**src/rtl/wb_merge.sv**
```systemverilog
// wb_merge: shares the register-file write port between the W stage (always wins)
// and a FIFO of multi-cycle results. Define WB_MERGE_TRACE_EN for a per-write trace line.
module wb_merge #(
  parameter int DATA_W = 32,
  parameter int ADDR_W = 5,
  parameter int DEPTH  = 4
) (
  input  logic                   clk,
  input  logic                   reset,
  input  logic                   w_valid,
  input  logic [ADDR_W-1:0]      w_adr,
  input  logic [DATA_W-1:0]      w_data,
  input  logic [31:0]            w_pc,
  input  logic                   s_valid,
  output logic                   s_ready,
  input  logic [ADDR_W-1:0]      s_adr,
  input  logic [DATA_W-1:0]      s_data,
  input  logic [31:0]            s_pc,
  output logic                   regw_enable,
  output logic [ADDR_W-1:0]      regw_adr,
  output logic [DATA_W-1:0]      reg_write,
  input  logic [ADDR_W-1:0]      fwd_adr,
  output logic                   fwd_hit,
  output logic [DATA_W-1:0]      fwd_data,
  output logic [$clog2(DEPTH):0] count
);
  localparam int PTR_W = $clog2(DEPTH);
  localparam int CNT_W = PTR_W + 1;
  localparam logic [CNT_W-1:0] FULL_CNT = CNT_W'(DEPTH);

  logic [ADDR_W-1:0] r_adr  [DEPTH];
  logic [DATA_W-1:0] r_data [DEPTH];
  logic [31:0]       r_pc   [DEPTH];
  logic [DEPTH-1:0]  r_live;
  logic [PTR_W-1:0]  r_head;
  logic [PTR_W-1:0]  r_tail;
  logic [CNT_W-1:0]  r_count;

  logic              r_regwEnable;
  logic [ADDR_W-1:0] r_regwAdr;
  logic [DATA_W-1:0] r_regWrite;

  logic              w_push;
  logic              w_wSel;
  logic              w_pop;
  logic              w_popSel;
  logic              w_selValid;
  logic [ADDR_W-1:0] w_selAdr;
  logic [DATA_W-1:0] w_selData;
  logic [31:0]       w_selPc;
  logic              w_fwdHit;
  logic [DATA_W-1:0] w_fwdData;

  assign s_ready     = (r_count < FULL_CNT);
  assign count       = r_count;
  assign regw_enable = r_regwEnable;
  assign regw_adr    = r_regwAdr;
  assign reg_write   = r_regWrite;
  assign fwd_hit     = w_fwdHit;
  assign fwd_data    = w_fwdData;

  // A $0 write from W is treated as an idle slot so the FIFO can drain.
  assign w_push   = s_valid && s_ready;
  assign w_wSel   = w_valid && (w_adr != '0);
  assign w_pop    = !w_wSel && (r_count != '0);
  assign w_popSel = w_pop && r_live[r_head] && (r_adr[r_head] != '0);

  always_comb begin
    w_selValid = 1'b0;
    w_selAdr   = '0;
    w_selData  = '0;
    w_selPc    = '0;
    if (w_wSel) begin
      w_selValid = 1'b1;
      w_selAdr   = w_adr;
      w_selData  = w_data;
      w_selPc    = w_pc;
    end else if (w_popSel) begin
      w_selValid = 1'b1;
      w_selAdr   = r_adr[r_head];
      w_selData  = r_data[r_head];
      w_selPc    = r_pc[r_head];
    end
  end

  // Walk oldest to youngest so the last live match left standing is the youngest.
  always_comb begin : fwdSearch
    logic [PTR_W-1:0] idx;
    w_fwdHit  = 1'b0;
    w_fwdData = '0;
    idx       = '0;
    for (int k = 0; k < DEPTH; k++) begin
      idx = r_head + PTR_W'(k);
      if ((CNT_W'(k) < r_count) && r_live[idx] && (fwd_adr != '0) &&
          (r_adr[idx] == fwd_adr)) begin
        w_fwdHit  = 1'b1;
        w_fwdData = r_data[idx];
      end
    end
  end

  always_ff @(posedge clk) begin
    if (reset) begin
      r_head  <= '0;
      r_tail  <= '0;
      r_count <= '0;
    end else begin
      if (w_pop) begin
        r_head <= r_head + 1'b1;
      end
      if (w_push) begin
        r_tail <= r_tail + 1'b1;
      end
      if (w_push && !w_pop) begin
        r_count <= r_count + 1'b1;
      end else if (!w_push && w_pop) begin
        r_count <= r_count - 1'b1;
      end
    end
  end

  // Later assignments override earlier ones: a same-cycle push stays live even if W hits its address.
  always_ff @(posedge clk) begin
    if (reset) begin
      r_live <= '0;
    end else begin
      for (int i = 0; i < DEPTH; i++) begin
        if (w_wSel && (r_adr[i] == w_adr)) begin
          r_live[i] <= 1'b0;
        end
      end
      if (w_pop) begin
        r_live[r_head] <= 1'b0;
      end
      if (w_push) begin
        r_live[r_tail] <= 1'b1;
      end
    end
  end

  always_ff @(posedge clk) begin
    if (w_push) begin
      r_adr[r_tail]  <= s_adr;
      r_data[r_tail] <= s_data;
      r_pc[r_tail]   <= s_pc;
    end
  end

  always_ff @(posedge clk) begin
    if (reset) begin
      r_regwEnable <= 1'b0;
      r_regwAdr    <= '0;
      r_regWrite   <= '0;
    end else begin
      r_regwEnable <= w_selValid;
      r_regwAdr    <= w_selAdr;
      r_regWrite   <= w_selData;
    end
  end

`ifdef WB_MERGE_TRACE_EN
  always_ff @(posedge clk) begin
    if (!reset && w_selValid) begin
      $display("@%h: $%d <= %h", w_selPc, w_selAdr, w_selData);
    end
  end
`else
  logic w_unusedPc;
  assign w_unusedPc = ^w_selPc;
`endif

endmodule
```
**config.mk**
```make
export PLATFORM = sky130hd
export DESIGN_NAME = wb_merge
export DESIGN_NICKNAME = d
export VERILOG_FILES = /design/src/rtl/wb_merge.sv
export SDC_FILE = /design/constraint.sdc
export NUM_CORES = 1
export LEC_CHECK = 0
export BUFFER_PORTS_ARGS = -buffer_cell sky130_fd_sc_hd__buf_2
export CORE_UTILIZATION = 30
export DETAILED_ROUTE_END_ITERATION = 8
export SYNTH_ARGS = -nofsm -noshare
export SYNTH_HDL_FRONTEND = slang
export SYNTH_SLANG_ARGS = --single-unit
export TNS_END_PERCENT = 10
```
**constraint.sdc**
```tcl
create_clock -name clk -period 11.23 [get_ports clk]
set_clock_uncertainty 0.1 [all_clocks]
set_input_delay 2.246 -clock clk [delete_from_list [all_inputs] [get_ports clk]]
set_output_delay 2.246 -clock clk [all_outputs]
set_load 0.02 [all_outputs]
```
### Yosys cells after proc, flatten, opt, wreduce, memory -nomap -nowiden

Memories as Yosys holds them, arrays and structs flattened. A register that Yosys moved wholly into a read port is not among the register bits.
Index checks and enable logic that the tools add are counted.

* register bits after elaboration: 49
* bits in writable memories: 148
* input port bits: 147
* output and inout bits: 75
* word-level logic and storage cells: 116
* memories: 2

* add/subtract/negate cells: 6
* magnitude comparators: 12
* equality and inequality tests: 8
* mux-type cells: 45
* bitwise logic cells: 3
* reductions and logical operators: 33

Memory list
* r_data: depth 4, bits a word 32, rd ports 4, clocked after memory_dff 1, wr ports 1, RTL line 32 `logic [DATA_W-1:0] r_data [DEPTH];`
* r_adr: depth 4, bits a word 5, rd ports 8, clocked after memory_dff 1, wr ports 1, RTL line 31 `logic [ADDR_W-1:0] r_adr [DEPTH];`

Operators with widths (number)
* 32-bit two-way mux: 6
* 5-bit equality test: 8
* 1-bit logical AND: 25
* 1-bit two-way mux: 22
* 2-bit by 3-bit less-than comparator with 1-bit output (second input constant): 5
* 5-bit nonzero test: 3
* 4-bit two-way mux: 3
* 5-bit two-way mux: 2
* 1-bit binary-select mux with 2-bit select: 4
* 2-bit two-way mux: 4
* 1-bit by 3-bit less-than comparator with 1-bit output (first input constant): 2
* 2-bit by 3-bit less-than comparator with 1-bit output (first input constant): 2
* 3-bit two-way mux: 2
* 2-bit by 1-bit adder with 2-bit output (second input constant): 2
* 2-bit adder (second input constant): 2
* 4-bit bitwise AND: 1
* 1-bit demux with 2-bit select: 2
* 2-bit by 1-bit >= comparator with 1-bit output (second input constant): 2
* 4-bit inverter: 1
* 4-bit bitwise OR: 1
* 3-bit by 1-bit adder with 3-bit output (second input constant): 1
* 1-bit zero test: 3
* 3-bit less-than comparator (second input constant): 1
* 3-bit nonzero test: 1
* 2 further kinds: 2

### Logic depth before layout (Yosys ltp)

Gate-level depths: netlist of run 1.

* depth in word-level cells: 10
* mapped depth: 16
* mapped depth without buffers: 10

### Worst setup path before layout of run 1

Ideal clock, no wire load.

* kind: input -> output
* start point: in fwd_adr[4]
* end point: out fwd_data[31]
* arrival: 4.250 ns
* required time: 8.884 ns
* slack: 4.634 ns
* cell stages on the path: 8
* buffers on the path: 2
* path through: clkbuf_1 > nor2_1 > a32oi_1 > o2111ai_1 > nor2_2 > buf_2 > nand2_1 > a211oi_1

* cells in the longest elaborated chain, start to end: 7
* elaborated cells on any way between the ends: 17
* those cells by class: eq/ne: 4; mux: 4; reduce/logical: 9

RTL lines
* start: declaration: RTL line 22 `input logic [ADDR_W-1:0] fwd_adr,`
* 5-bit nonzero test: RTL line 94 `if ((CNT_W'(k) < r_count) && r_live[idx] && (fwd_adr != '0) &&`
* 1-bit logical AND (2 in series): RTL line 94
* 32-bit two-way mux (3 in series): RTL line 94
* 32-bit two-way mux (*): RTL line 94
* end: declaration: RTL line 24 `output logic [DATA_W-1:0] fwd_data,`

Every way passes the cells marked *; elsewhere a longest branch is shown, timed or not.

### Worst setup path after layout of run 1

* start point: in fwd_adr[4]
* end point: out fwd_data[23]

Same word-level chain as after synthesis.

==> impl_metrics.yaml, run 1 <==
setup_path:
  cp_common_cell: "buf_2"
  cp_max_fo: 16
  path_buf_inv: 3
  startpoint_type: "primary input"
  rr_worst_depth: 5
  cp.required_ps: 8880
  slowest_delay_ps: 620
  worstPathCellList: "buf_2 > xor2_1 > o32ai_1 > o21ai_0 > or4_4 > o211ai_4 > buf_4 > o221ai_2 > buf_2"
  rrSetupSlack_ps: 7840
  critical_path_class: "primary input to output port"
  crit_path_end_kind: "output port"
  cp_top_family: "compound AO/OA/AOI/OAI gates"
  arrival_ps: 4960
  r2r_end: "reg_write[25]"
  critical_path.slowest_cell: "or4_4"
timing:
  hold_viol: 0
  slew-limit-headroom: 0.252
  rsz0062_at_grt: "false"
  setup_viol: 0
  clock.fmax_mhz: 137
  fin_ws_ps: 3920
  finalCritPeriodShare: 0.651
  final_max_slew_viol_count: 0
  period_needed_ps: 7310
  tns_ps: 0
  worst_slew_pin_slew_ps: 1120
logic_synthesis:
  syn-num-nets: 1047
  synthFlopType: "edfxtp_1"
  synth_mux_area_frac: 0.252
  synth_xor_area_frac: 0.0334
  yosys.area.top_type: "edfxtp_1"
  yosysWarnings: 0
  synthAdderAreaFrac: 0.0141
  synth_compound_gate_area_share: 0.114
  syn_avg_cell_area_um2: 13.0
  synth_top_cell_area_share: 0.385
  synth_area_leaders: "edfxtp_1 38%, mux4_2 16%, dfxtp_1 8.8%"
  synth-async-reset-ratio: 0
  synth_edf_count: 148
  postSynthCellCount: 887
  yosys.area_share.simple: 0.0754
  ys_types: 47
  ys_seq_elements: 199
  synth_area_um2: 11500
  synth_top_family_by_area: "multiplexers"
  yosysSeqAreaShare: 0.473
grt:
  grt_max_degree: 83
  grt_first_pass_wirelength_um: 48900
  overflow: 0
  first_global_vias: 7932
  gr-usage-all-layers: 0.169
  antenna_found_initial: 2
pwr:
  leakagePower_nw: 4.37
  ir_drop_uv: 106
  powerDensity_nw_per_um2: 206
place:
  dp_cells: 1489
  port_buffers: 157
  dp_slack_ps: 3860
  hpwl_um: 20100
  gp_congestion: 0.784
clocking:
  h-tree-depth: 4
  cts_buffer_depth: 2
  cts_resized: 0
  clkSinkCount: 199
  cts_setup_buffers: 0
  cts_root_buffer: "clkbuf_16"
  insertion_delay_ps: 460
  cts-buffers-inserted: 17
  clk_pin_slew_ps: 70
  holdBufCountCts: 0
  cts_tree: "built"
floorplanning:
  io_pins: 222
  rows: 71
  die_h_um: 198
  dieArea_um2: 39300
  chipWidth_um: 198
  initial_core_util: 0.306
  core_um2: 37800
cells_and_area:
  drive_gt1_frac: 0.361
  utilization: 0.353
  area_growth_pct: 15.5
  stdcell_count: 1522
  fillCellCount: 3656
  final_nets: 1157
route:
  routed_wl_um: 32400
  drcViolationCount: 0
  ant_nets: 0
  met2_wirelength_um: 15700
  wl_met3_um: 1180
  drt_iter0_markers: 422
  routed_via_density: 5.23
  num_vias: 7964
  wl_per_cell_um: 21.3
  drt_pass1_iterations: 5
  top_layer: "met5"
  met1_length_um: 15000
run:
  cap_viol_max_count: 0
hold_path:
  min_path_cells: 2
  hold_end: "r_live[1]"
  hp-start: "r_live[1]"
  hp-class: "flip-flop to flip-flop"
run_status:
  outcome: "finished, final reports clean"
-- metal layers --
metal | global-route usage | vias to the layer above
met5 | 0 | -
met4 | 0.0511 | 2
met3 | 0.0267 | 23
met2 | 0.279 | 181
met1 | 0.228 | 4085
li1 | - | 3673
-- cells in the mapped netlist, types with 2 or more instances --
| cell type | count |
|---|---|
| edfxtp_1 | 148 |
| nand2_1 | 116 |
| mux4_2 | 81 |
| mux2i_1 | 64 |
| dfxtp_1 | 51 |
| nor2_1 | 51 |
| clkbuf_1 | 40 |
| o21ai_0 | 34 |
| a22oi_1 | 32 |
| mux2_2 | 32 |
| buf_2 | 31 |
| o211ai_1 | 31 |
| o221ai_2 | 29 |
| xnor2_1 | 23 |
| xor2_1 | 21 |
| ha_1 | 13 |
| a21oi_1 | 12 |
| inv_1 | 11 |
| nand4_1 | 6 |
| nor3_1 | 6 |
| and2_1 | 5 |
| buf_1 | 5 |
| a31oi_1 | 4 |
| o221ai_1 | 4 |
| buf_12 | 3 |
| mux4_1 | 3 |
| or4_1 | 3 |
| a211oi_1 | 2 |
| nand2b_1 | 2 |
| nand3_1 | 2 |
| nor2_2 | 2 |
| nor2b_1 | 2 |
| o21a_1 | 2 |
| o32ai_1 | 2 |
| or4_4 | 2 |
-- worst register-to-register path, cell delays in order, from the launching register on --
cell and delay [ps]:
dfxtp_4 960, mux4_2 690, or4_1 520, o21a_2 510, a22oi_1 400, nor2_1 80
-- state kept, by name, indices dropped and copies added (netlist names), named ones only --
signal,count
count,3
r_adr,20
r_data,128
r_head,2
r_live,4
r_tail,2
reg_write,32
regw_adr,5
regw_enable,1
-- worst max path at each step --
stage                     slack [ps]  startpoint  cells after the start           end
after CTS                       3860  fwd_adr[4]                      9  fwd_data[30]
after floorplan                 4630  fwd_adr[4]                      8  fwd_data[31]
after global routing            3720  fwd_adr[0]                      9  fwd_data[30]
final                           3920  fwd_adr[4]                      9  fwd_data[23]
after global placement          3850  fwd_adr[4]                      9  fwd_data[30]
after detailed placement        3860  fwd_adr[4]                      9  fwd_data[30]
-- kinds of logic after synthesis --
family                   Yosys count
AND/OR/NAND/NOR                  202
adder cells (fa/ha/maj)           13
buffers and inverters             91
XOR/XNOR                          44
multiplexers                     180
flip-flops                       199
AO/OA/AOI/OAI                    158
-- where the power goes --
group,leakage [nW],internal (mW),switching (mW)
clock,0.295,0.339,0.314
combinational,2.29,0.483,0.586
sequential,1.78,0.899,0.118
-- metrics by stage --
stage | instance area (um^2) | power [mW] | hold WS (ps)
after floorplan | 11500 | 1.85 | 423
after global placement | 12700 | 2.10 | 445
after detailed placement | 12700 | 2.12 | 468
after CTS | 13300 | 2.78 | 475
after global routing | 13300 | 2.91 | 497
final | 13300 | 2.74 | 482
-- cell type report --
class | count | area, um^2 | share of cell area
sequential | 199 | 5480 | 0.411
timing repair buffer | 171 | 891 | 0.0668
tap | 511 | 639 | 0.0480
inverter | 11 | 41.3 | 0.00310
clock buffer | 17 | 425 | 0.0319
multi-input combinational | 597 | 5670 | 0.426
antenna | 1 | 2.50 | 0.000188
clock inverter | 15 | 183 | 0.0137
-- cell usage in the layout, fill, tap and decap left out, drive strengths merged, types with 23 or more instances in the layout --
master / synthesis / routed
a22oi: 32 / 32
buf: 40 / 171
dfxtp: 51 / 51
edfxtp: 148 / 148
mux2: 32 / 32
mux2i: 64 / 64
mux4: 84 / 84
nand2: 116 / 116
nor2: 53 / 53
o211ai: 33 / 33
o21ai: 34 / 34
o221ai: 33 / 33
xnor2: 23 / 23
No activity file was read; power rests on OpenSTA's default activity.
==> inputs of run 2 (changes only) <==
==> constraint.sdc (replaced) <==
create_clock -name clk -period 6.3 [get_ports clk]
set_clock_uncertainty 0.1 [all_clocks]
set_input_delay 1.26 -clock clk [delete_from_list [all_inputs] [get_ports clk]]
set_output_delay 1.26 -clock clk [all_outputs]
set_load 0.02 [all_outputs]
==> impl_metrics.yaml, run 2 (same netlist as run 1, synthesis figures left out) <==
cells_and_area:
  area_growth_pct: 15.5
  final_nets: 1162
  top_register: "r_data"
  drive_gt1_frac: 0.366
  largest_reg_flops: 128
  final_common_cell: "buf_2"
  fin_area_um2: 13300
  layout_common_cells: "157 x buf_2, 148 x edfxtp_1, 116 x nand2_1"
clocking:
  cts_buffer_depth: 2
  cts_tree: "built"
  clkSinkCount: 199
  cts-buffers-inserted: 17
  cts_root_buffer: "clkbuf_16"
  clk_pin_slew_ps: 70
  insertion_delay_ps: 460
  h-tree-depth: 4
floorplanning:
  chipWidth_um: 198
  io_pins: 222
  core_um2: 37800
  rows: 71
  die_h_um: 198
  dieArea_um2: 39300
  initial_core_util: 0.306
place:
  gp_congestion: 0.801
  placed_area_um2: 12800
  port_buffers: 157
  hpwl_um: 21300
route:
  routed_wl_um: 32500
  drt_iter0_markers: 495
  drcViolationCount: 0
  ant_nets: 0
  routed_via_density: 5.23
  num_vias: 7986
  wl_per_cell_um: 21.3
  drt_pass1_iterations: 5
timing:
  worst_slew_pin_slew_ps: 891
  holdWs_ps: 481
  tns_ps: 0
  finalCritPeriodShare: 0.943
  final_max_slew_viol_count: 0
  slew-limit-headroom: 0.406
  rsz0062_at_grt: "false"
  hold_viol: 0
  period_needed_ps: 5940
  clock.fmax_mhz: 168
  setup_viol: 0
setup_path:
  startpoint_type: "flip-flop"
  r2r_end: "reg_write[12]"
  crit_path_start: "r_head[0]"
  worstPathCellList: "inv_1 > ha_4 > mux4_2 > xnor2_1 > o2111ai_1 > nor2_4 > buf_4 > nand2_1 > a211oi_1 > buf_2"
  critical_path_class: "flip-flop to output port"
  cp.required_ps: 4940
  cp_max_fo: 51
  crit_path_end_kind: "output port"
  rrSetupSlack_ps: 3320
  slowest_delay_ps: 650
  critical_path.slowest_cell: "ha_4"
  rr_startpoint: "r_head[1]"
  arrival_ps: 4580
  rr_worst_depth: 7
run_status:
  outcome: "finished, final reports clean"
hold_path:
  min_path_cells: 2
  hold_end: "r_live[1]"
  hp-class: "flip-flop to flip-flop"
  hp-start: "r_live[1]"
grt:
  overflow: 0
  grt_max_degree: 92
  first_global_vias: 7961
  gr-usage-all-layers: 0.170
  grt_first_pass_wirelength_um: 49100
  antenna_found_initial: 2
pwr:
  ir_drop_uv: 193
  powerDensity_nw_per_um2: 362
  leakagePower_nw: 4.37
run:
  cap_viol_max_count: 0
==> run 2: cell count changes in the layout (fill, tap and decap cells not counted) <==
cell        previous run  this run
clkinv_8               1         0
clkinvlp_4             1         3
inv_6                  5         2
clkinv_1               1         0
buf_6                  0         1
inv_8                  3         6
clkinv_4               2         3
buf_4                 14        18
clkbuf_8               0         1
diode_2                1         2
bufinv_16              2         0
==> run 2: where the power goes <==
part / switching [mW] / internal (mW)
clock: 0.554 / 0.537
sequential: 0.175 / 1.60
combinational: 1.09 / 0.866
total: 1.82 / 3.01
==> run 2: layout make-up <==
type / count / area, um^2
clock buffers: 18 / 439
well taps: 511 / 639
fillers: 3719 / 24400
inverters: 11 / 41.3
flip-flops and latches: 199 / 5480
repair buffers: 176 / 932
diodes: 2 / 5.00
multi-input cells: 597 / 5670
clock inverters: 14 / 134
==> run 2: critical path: cells and delay by family (launching register included) <==
| family | cells | cell delay [ps] |
|---|---|---|
| buf+inv | 3 | 960 |
| fa+ha+maj | 1 | 650 |
| simple gates | 2 | 650 |
| mux | 1 | 590 |
| flops | 1 | 570 |
| compound gates | 2 | 520 |
| xor+xnor | 1 | 180 |
==> run 2: layer usage <==
layer  global-route usage  vias to the layer above  routed length [um]
li1                     -                     3686                   -
met1                0.223                     4052               14300
met2                0.287                      222               16200
met3               0.0317                       24                1580
met4               0.0459                        2                 372
met5                    0                        -                  12
==> run 2: how the worst max path moves through the flow <==
stage | to | cells past startpoint | slack [ps]
after floorplan | fwd_data[31] | 15 | 810
after global placement | fwd_data[30] | 9 | 740
final | fwd_data[31] | 10 | 360
after global routing | fwd_data[15] | 10 | 40
after CTS | fwd_data[24] | 9 | 170
after detailed placement | fwd_data[24] | 9 | 670
==> run 2: timing repair <==
| action | in CTS | in global routing |
|---|---|---|
| setup buffers | 0 | 0 |
| gates resized for setup | 0 | 1 |
| endpoints found under the setup margin | 0 | 21 |
| hold buffers | 0 | 0 |
==> run 2: through the flow <==
| stage | cells | setup WS [ps] | util | power, mW |
|---|---|---|---|---|
| 2_1_floorplan | 887 | 808 | - | 3.30 |
| 3_3_place_gp | 1494 | 736 | 0.338 | 3.74 |
| 3_5_place_dp | 1494 | 668 | 0.338 | 3.78 |
| 4_1_cts | 1526 | 175 | 0.353 | 4.88 |
| 5_1_grt | 1526 | 36.6 | 0.353 | 5.12 |
| 6_report | 1528 | 358 | 0.353 | 4.83 |
